`config.mk`:
```
export PLATFORM = sky130hd
export DESIGN_NAME = uart_line_capture
export DESIGN_NICKNAME = d
export VERILOG_FILES = /design/src/rtl/uart_line_pkg.sv /design/src/rtl/uart_line_outreg.sv /design/src/rtl/uart_line_capture.sv
export SDC_FILE = /design/constraint.sdc
export NUM_CORES = 1
export LEC_CHECK = 0
export BUFFER_PORTS_ARGS = -buffer_cell sky130_fd_sc_hd__buf_2
export CORE_UTILIZATION = 50
export CTS_BUF_LIST = sky130_fd_sc_hd__clkbuf_16
export DETAILED_ROUTE_END_ITERATION = 10
export PLACE_DENSITY = 0.77
export SLEW_MARGIN = 20
export SYNTH_ARGS = -nofsm -noshare
export SYNTH_HDL_FRONTEND = slang
export SYNTH_SLANG_ARGS = --single-unit
```
`constraint.sdc`:
```
create_clock -name clk -period 16.42 [get_ports clk]
set_input_delay 4.105 -clock clk [delete_from_list [all_inputs] [get_ports clk]]
set_output_delay 4.105 -clock clk [all_outputs]
set_load 0.01 [all_outputs]
```
`src/rtl/uart_line_pkg.sv`:
```
// Shared types and character constants for the UART line capture block.
// Latency: n/a (types and constants only).
// Backpressure: n/a.
package uart_line_pkg;

  // Output register occupancy.
  typedef enum logic {
    OUT_EMPTY,
    OUT_FULL
  } out_state_t;

  // Classification of the character presented this cycle.
  typedef enum logic [1:0] {
    CH_DATA,
    CH_TERM,
    CH_BS,
    CH_NONE
  } char_class_t;

  localparam logic [7:0] ASCII_CR  = 8'h0D;
  localparam logic [7:0] ASCII_LF  = 8'h0A;
  localparam logic [7:0] ASCII_BS  = 8'h08;
  localparam logic [7:0] ASCII_DEL = 8'h7F;

endpackage

```
`src/rtl/uart_line_outreg.sv`:
```
// One-entry line holding register with valid/ready handoff and drop reporting.
// Latency: a completion is visible on line_* one edge later.
// Backpressure: a completion arriving while full and not ready is discarded and pulses line_dropped.
//
// Ports:
//   clk, reset        clock, async active-high reset
//   done              a line completes this cycle (in_* hold its contents)
//   in_data/len/ovf   completed line contents from the working buffer
//   line_*            held line, valid flag, consumer ready, drop pulse
module uart_line_outreg
  import uart_line_pkg::*;
#(
  parameter int DATA_WIDTH      = 8,
  parameter int CHARACTER_COUNT = 10,
  parameter int LEN_WIDTH       = 4
) (
  input  logic                                  clk,
  input  logic                                  reset,
  input  logic                                  done,
  input  logic [DATA_WIDTH*CHARACTER_COUNT-1:0] in_data,
  input  logic [LEN_WIDTH-1:0]                  in_len,
  input  logic                                  in_ovf,
  output logic [DATA_WIDTH*CHARACTER_COUNT-1:0] line_data,
  output logic [LEN_WIDTH-1:0]                  line_len,
  output logic                                  line_overflow,
  output logic                                  line_valid,
  input  logic                                  line_ready,
  output logic                                  line_dropped
);

  out_state_t state, state_nxt;
  logic       load;
  logic       drop;

  always_ff @(posedge clk or posedge reset) begin
    if (reset) begin
      state <= OUT_EMPTY;
    end else begin
      state <= state_nxt;
    end
  end

  always_comb begin
    state_nxt = state;
    load      = 1'b0;
    drop      = 1'b0;
    case (state)
      OUT_EMPTY: begin
        if (done) begin
          load      = 1'b1;
          state_nxt = OUT_FULL;
        end
      end
      OUT_FULL: begin
        if (done) begin
          // Handoff and refill on the same edge avoids a bubble; otherwise
          // the held line has priority and the new one is lost.
          if (line_ready) begin
            load = 1'b1;
          end else begin
            drop = 1'b1;
          end
        end else if (line_ready) begin
          state_nxt = OUT_EMPTY;
        end
      end
      default: state_nxt = OUT_EMPTY;
    endcase
  end

  // Contents only change on load, so they stay stable while valid and keep
  // the last line after handoff.
  always_ff @(posedge clk or posedge reset) begin
    if (reset) begin
      line_data     <= '0;
      line_len      <= '0;
      line_overflow <= 1'b0;
      line_dropped  <= 1'b0;
    end else begin
      line_dropped <= drop;
      if (load) begin
        line_data     <= in_data;
        line_len      <= in_len;
        line_overflow <= in_ovf;
      end
    end
  end

  assign line_valid = (state == OUT_FULL);

endmodule

```
`src/rtl/uart_line_capture.sv`:
```
// Assembles UART characters into lines with backspace editing; hands completed lines downstream.
// Latency: sr_data updates 1 edge after an accepted char; line_* update 1 edge after the terminator.
// Backpressure: none toward rx (one char/cycle always accepted); lines completing while the output is held are dropped.
//
// Ports:
//   clk, reset          clock, async active-high reset
//   ena                 gates character acceptance (handshake keeps running)
//   rx_data, rx_valid   received character and its one-cycle strobe
//   sr_data             live working buffer, char 0 is newest
//   line_data/len/overflow/valid, line_ready, line_dropped   captured line handoff
module uart_line_capture
  import uart_line_pkg::*;
#(
  parameter int                    DATA_WIDTH      = 8,
  parameter int                    CHARACTER_COUNT = 10,
  parameter logic [DATA_WIDTH-1:0] TERMINATOR      = DATA_WIDTH'(ASCII_CR),
  parameter logic [DATA_WIDTH-1:0] BACKSPACE       = DATA_WIDTH'(ASCII_BS),
  parameter bit                    EDIT_EN         = 1'b1,
  parameter bit                    EMPTY_LINES     = 1'b0
) (
  input  logic                                   clk,
  input  logic                                   reset,
  input  logic                                   ena,
  input  logic [DATA_WIDTH-1:0]                  rx_data,
  input  logic                                   rx_valid,
  output logic [DATA_WIDTH*CHARACTER_COUNT-1:0]  sr_data,
  output logic [DATA_WIDTH*CHARACTER_COUNT-1:0]  line_data,
  output logic [$clog2(CHARACTER_COUNT+1)-1:0]   line_len,
  output logic                                   line_overflow,
  output logic                                   line_valid,
  input  logic                                   line_ready,
  output logic                                   line_dropped
);

  localparam int             N       = CHARACTER_COUNT;
  localparam int             DW      = DATA_WIDTH;
  localparam int             LW      = $clog2(CHARACTER_COUNT + 1);
  localparam logic [LW-1:0]  CNT_MAX = LW'(N);

  logic [DW*N-1:0] sr;
  logic [LW-1:0]   cnt;
  logic            ovf;
  char_class_t     ch_class;
  logic            line_done;

  // Terminator wins over backspace so a shared code still ends the line.
  always_comb begin
    ch_class = CH_NONE;
    if (ena && rx_valid) begin
      if (rx_data == TERMINATOR) begin
        ch_class = CH_TERM;
      end else if (EDIT_EN && (rx_data == BACKSPACE)) begin
        ch_class = CH_BS;
      end else begin
        ch_class = CH_DATA;
      end
    end
  end

  assign line_done = (ch_class == CH_TERM) && ((cnt != '0) || EMPTY_LINES);

  always_ff @(posedge clk or posedge reset) begin
    if (reset) begin
      sr  <= '0;
      cnt <= '0;
      ovf <= 1'b0;
    end else begin
      case (ch_class)
        CH_DATA: begin
          // Newest char enters at index 0; when full the oldest falls off the top.
          sr <= {sr[DW*(N-1)-1:0], rx_data};
          if (cnt < CNT_MAX) begin
            cnt <= cnt + 1'b1;
          end else begin
            ovf <= 1'b1;
          end
        end
        CH_BS: begin
          if (cnt != '0) begin
            sr  <= {{DW{1'b0}}, sr[DW*N-1:DW]};
            cnt <= cnt - 1'b1;
          end
        end
        CH_TERM: begin
          if (line_done) begin
            sr  <= '0;
            cnt <= '0;
            ovf <= 1'b0;
          end
        end
        default: ;
      endcase
    end
  end

  assign sr_data = sr;

  uart_line_outreg #(
    .DATA_WIDTH      (DW),
    .CHARACTER_COUNT (N),
    .LEN_WIDTH       (LW)
  ) u_outreg (
    .clk           (clk),
    .reset         (reset),
    .done          (line_done),
    .in_data       (sr),
    .in_len        (cnt),
    .in_ovf        (ovf),
    .line_data     (line_data),
    .line_len      (line_len),
    .line_overflow (line_overflow),
    .line_valid    (line_valid),
    .line_ready    (line_ready),
    .line_dropped  (line_dropped)
  );

endmodule

```
==> results.tsv, run 1 <==
metric	value	unit
top layer in use	met4	
total track usage	0.2480	
type of origin of the critical path	input pin	
Final Hold Viols	0	
max_cap viols	0	
ANT nets after route	0	
Most used DFF post-synth	dfrtp_1	
num ports	180	
Fillers	1087	
Worst Skew	8.392	ps
die area	0.01463	mm^2
M1 WL	7829	um
port bufs	179	
Post-CTS Repair Setup Buffers	0	
max_slew headroom	0.3742	
GPL Wtd Cong	0.8034	
layout cells sized above 1	0.3984	
DR DRC count	0	
most frequent cells in the layout	179 x buf_2, 172 x dfrtp_1, 142 x nor2_1, 67 x a221oi_1, 58 x mux2_2	
area leader, netlist	dfrtp_1	
Synth cell types	33	
core area	0.01383	mm^2
largest net degree at the start of global routing	102	
Post-synth EDFFs	0	
WL per Instance	18.79	um
number of global-route vias before repair	4961	
Area Overhead vs Synth	23.25	%
initial core utilization	0.5117	
clock root cell	clkbuf_16	
Leak Pwr	0.004328	uW
Post-Place Setup Slack	9683	ps
Initial DRT Pass Iterations	5	
Hold WC Path Type	reg -> reg	
Clock Latency Late Sink	430	ps
Syn Inst Count	573	
leading post-synthesis cells by cell area	dfrtp_1 61%, mux2_2 9.2%, a221oi_1 8.3%, nor2_1 7.5%, mux2_4 4.2%	
H-tree Lvls	4	
number of DRC markers in iteration 0	379	
peak supply drop	0.06606	mV
Synthesis Warnings	0	
Tmin final	6119	ps
syn_area_per_cell	12.35	um^2
final wirelength	17430	um
DR WL met3	950	um
Post-Syn Area	0.007076	mm^2
CTS Buffer Depth	2	
Worst Path Class, Setup	in -> reg	
Fmax achieved	163.4	MHz
post-cts resize count	0	
Die X	121.0	um
Slew Limit Fails	0	
Setup WS post-layout	10300	ps
flop2flop setup slack	13680	ps
CP Capture Type	register	
status	completed	
setup TNS	0	ps
sequential element share of the synthesized area	0.6083	
WL met2	8303	um
Post-synth ARST share	1.000	
final period utilization	0.3727	
RSZ-0062 raised after global routing	false	
critical path required time	16730	ps
Synth Net Count	589	
most common cell after layout, fill and taps aside	buf_2	
Slew @ Worst Pin	930.1	ps
num rows	43	
register clock-pin slew on the reported worst setup and hold paths	60	ps
initial antenna violation count	0	
routed vias/inst	5.705	
Die H	121.0	um
diode count	0	
hold_buf cts	0	
crit path max fanout	87	
GRT overflow	0	
final setup violation count	0	
hpwl dp	11270	um
Pwr Density	132.2	mW/mm^2
vias post-DR	5294	
first-pass GRT wire length	27430	um
register bit total from synthesis	172	
CTS Buf Count	17	
number of clock sinks	172	
Final nets	751	
TritonCTS clock tree	built	
Worst Path Arrival	6430	ps
Synth top area share	0.6083	
==> Yosys cell counts, types with 6 or more instances <==
master    number
dfrtp_1      172
nor2_1       142
a221oi_1      67
mux2_2        58
clkbuf_1      21
mux2_4        20
nand2_1       14
buf_2         13
o21ai_0       11
a22o_1         9
a21oi_1        7
mux2_1         6
==> through the flow <==
step	total power, uW	hold WS, ps	utilization	cell area (um^2)	std cells
6_report	1153	477.0	0.6307	8721	928
5_1_grt	1204	500.7	0.6307	8721	928
4_1_cts	1161	481.0	0.6301	8712	928
3_5_place_dp	732.0	467.0	0.5845	8082	896
3_3_place_gp	720.7	469.7	0.5845	8082	896
2_1_floorplan	635.0	462.2	-	7076	573
==> routing by layer <==
layer	vias up	global-route usage
li1	2388	-
met1	2672	0.3494
met2	211	0.3775
met3	23	0.05639
met4	0	0.08796
met5	-	0
==> layout make-up <==
type | instances | area (um^2) | share of cell area
multi-input combinational | 357 | 2615 | 0.2999
tap | 180 | 225.2 | 0.02582
clock buffer | 17 | 425.4 | 0.04878
timing repair buffer | 183 | 925.9 | 0.1062
clock inverter | 15 | 205.2 | 0.02353
inverter | 4 | 20.02 | 0.002296
sequential | 172 | 4304 | 0.4935
==> registers in the layout, summed over array words and instances (netlist names) <==
signal	count
u_outreg.line_valid	1
u_outreg.line_dropped	1
ovf	1
sr_data	80
cnt	4
u_outreg.line_overflow	1
u_outreg.line_data	80
u_outreg.line_len	4
==> kinds of logic after synthesis <==
kind of cell    count (synthesis)  share of synthesized area
mux                            84                     0.1443
buf+inv                        44                    0.02935
fa+ha+maj                       3                   0.006366
simple gates                  171                    0.09850
flops                         172                     0.6083
xor+xnor                        3                   0.003714
compound gates                 96                     0.1095
==> final timing paths <==
check | from | end | cells past startpoint
hold reg to reg | u_outreg.line_len[0] | u_outreg.line_len[0] | 2
max in group asynchronous | reset | u_outreg.line_data[59] | 3
hold / removal | u_outreg.line_len[0] | u_outreg.line_len[0] | 2
setup reg to reg | cnt[0] | sr_data[5] | 4
min in group asynchronous | reset | u_outreg.line_data[74] | 2
setup / recovery | rx_data[5] | u_outreg.line_data[38] | 5
==> where the power goes <==
group,switching (uW),internal (uW)
logic,93.3,76.9
clock network,162,267
registers,76.8,477
==> worst max-delay path: stages <==
cell and delay (ps):
buf_2 110, or4_4 580, nor4_2 590, nand2_8 520, mux2_1 490
Power figures use the tool's default switching activity.
==> run 2: changes to the inputs <==
- ABC_AREA: unset -> 1
- PLACE_DENSITY: 0.77 -> 0.76
- clock period: 16.42 -> 5.9 ns (I/O delays scaled with it)
==> results.tsv, run 2 <==
metric	value	unit
status	completed	
max_cap viols	0	
number of DRC markers in iteration 0	498	
Worst Skew	6.663	ps
Initial DRT Pass Iterations	7	
critical path required time	6180	ps
CP Capture Type	register	
initial antenna violation count	0	
register bit total from synthesis	172	
clock share of power	0.274	
Area Overhead vs Synth	17.53	%
syn_area_per_cell	8.041	um^2
Post-Syn Area	0.007880	mm^2
hold_buf cts	0	
switch share	0.3704	
port bufs	179	
Seq pwr share	0.474	
leading post-synthesis cells by cell area	dfrtp_1 55%, nand2_1 24%, nand3_1 8.5%, buf_6 2.4%, inv_1 1.5%	
Hold WC Path Type	reg -> reg	
GPL Wtd Cong	0.7671	
Slew @ Worst Pin	1050	ps
num ports	180	
max_slew headroom	0.3003	
area leader, netlist	dfrtp_1	
DR DRC count	0	
logic gate share of total power	0.252	
r2r endpoint	sr_data[4]	
Most used DFF post-synth	dfrtp_1	
largest net degree at the start of global routing	173	
Post-synth ARST share	1.000	
CP max-delay cell	inv_4	
Worst Path Class, Setup	in -> reg	
H-tree Lvls	4	
Hold Startpoint	u_outreg.line_data[9]	
initial core utilization	0.5145	
Synth cell types	28	
num rows	45	
vias post-DR	6943	
Final Hold Viols	0	
total track usage	0.2621	
Setup WS post-layout	2455	ps
die area	0.01627	mm^2
hold worst-path end	u_outreg.line_data[9]	
Post-CTS Repair Setup Buffers	0	
most common cell in the netlist	nand2_1	
Die X	127.5	um
most frequent cells in the layout	507 x nand2_1, 179 x buf_2, 172 x dfrtp_1, 134 x nand3_1, 30 x inv_1	
hold depth	2	
Synth top area share	0.5462	
final period utilization	0.5839	
Hold WS	465.2	ps
sequential element share of the synthesized area	0.5462	
layout cells sized above 1	0.2018	
CTS Buf Count	17	
r2r startpoint	cnt[1]	
Synth Net Count	996	
RSZ-0062 raised after global routing	false	
CTS Buffer Depth	2	
CP delay by family, top	simple AND/OR/NAND/NOR gates	
first-pass GRT wire length	33110	um
Largest stage delay, worst path	770	ps
register clock-pin slew on the reported worst setup and hold paths	60	ps
Net Switching	1470	uW
Slew Limit Fails	0	
WL per Instance	15.16	um
TritonCTS clock tree	built	
setup TNS	0	ps
post-cts resize count	0	
Internal	2498	uW
Synthesis Warnings	0	
ANT nets after route	0	
flop2flop setup slack	3450	ps
routed vias/inst	5.177	
diode count	0	
top cells by count, synth	508 x nand2_1, 172 x dfrtp_1, 134 x nand3_1, 31 x inv_1, 21 x clkbuf_1	
Leak Pwr	0.005505	uW
fin util	0.6047	
final setup violation count	0	
Die H	127.5	um
peak supply drop	0.2276	mV
worst path buffer plus inverter count	3	
final wirelength	20340	um
Final nets	1136	
number of global-route vias before repair	6361	
Syn Inst Count	980	
hpwl dp	12510	um
core area	0.01531	mm^2
Tmin final	3445	ps
crit-path cells	buf_2 -> inv_1 -> nand2_1 -> nor2_2 -> nand2_2 -> nand3_4 -> nand2_4 -> inv_4 -> o21ai_0	
number of clock sinks	172	
Clock Latency Late Sink	430	ps
clock root cell	clkbuf_16	
Post-Place Setup Slack	2000	ps
Worst R2R Path Depth	6	
Pwr Density	428.4	mW/mm^2
Worst Path Arrival	3720	ps
Post-synth EDFFs	0	
crit path max fanout	78	
GRT overflow	0	
Fmax achieved	290.3	MHz
Pwr Total	3968	uW
most common cell after layout, fill and taps aside	nand2_1	
type of origin of the critical path	input pin	
-- run 2: cell types whose count changed after synthesis, moves of 27 or more --
cell      before  now
nand2_1       14  508
nor2_1       142    1
nand3_1        1  134
a221oi_1      67    0
mux2_2        58    0
inv_1          4   31
-- run 2: kinds of logic after synthesis --
group | synth area share
AOI/OAI and AO/OA | 0.03049
xor gates and xnor gates | 0.001112
adders and majority gates | 0.005716
buffers and inverters | 0.06907
DFF | 0.5462
and+or+nand+nor | 0.3474
-- run 2: metrics by stage --
stage	cell area, um^2	instances
after detailed placement	8705	1312
after floorplan	7884	980
after global routing	9261	1341
final	9261	1341
after global placement	8705	1312
after CTS	9261	1341
-- run 2: power groups by stage --
stage | combinational (uW) | clock (uW) | sequential (uW)
2_1_floorplan | 531 | 0 | 1850
5_1_grt | 1150 | 1150 | 1910
6_report | 1000 | 1090 | 1880
3_5_place_dp | 1000 | 0 | 1890
3_3_place_gp | 975 | 0 | 1890
4_1_cts | 1010 | 1100 | 1870
-- run 2: per-layer routing --
metal / global-route usage / vias up / wire length, um
met1: 0.3631 / 3336 / 9160
met2: 0.4140 / 220 / 9711
met4: 0.08894 / 0 / 358
li1: - / 3358 / -
met3: 0.05067 / 29 / 1106
met5: 0 / - / 0
-- run 2: worst min-delay path, stage by stage, from the launching register on --
cell and delay [ps]:
dfrtp_1 340, nand2_1 50, nand2_1 40
-- run 2: layout make-up --
type	instances	area, um^2
fillers	1399	6053
flip-flops and latches	172	4304
multi-input cells	710	3053
repair buffers	184	945.9
clock buffers	17	425.4
well taps	211	264.0
inverters	35	137.6
clock inverters	12	131.4
-- run 2: how the worst max path moves through the flow --
| stage | from | end | slack (ps) | cells after the start |
|---|---|---|---|---|
| after floorplan | reset | cnt[0] | 2230 | 1 |
| after detailed placement | rx_data[1] | sr_data[7] | 2000 | 9 |
| after CTS | rx_data[1] | sr_data[7] | 2440 | 9 |
| final | rx_data[1] | sr_data[4] | 2450 | 9 |
| after global placement | rx_data[1] | sr_data[6] | 2040 | 9 |
| after global routing | rx_data[1] | sr_data[7] | 2260 | 9 |
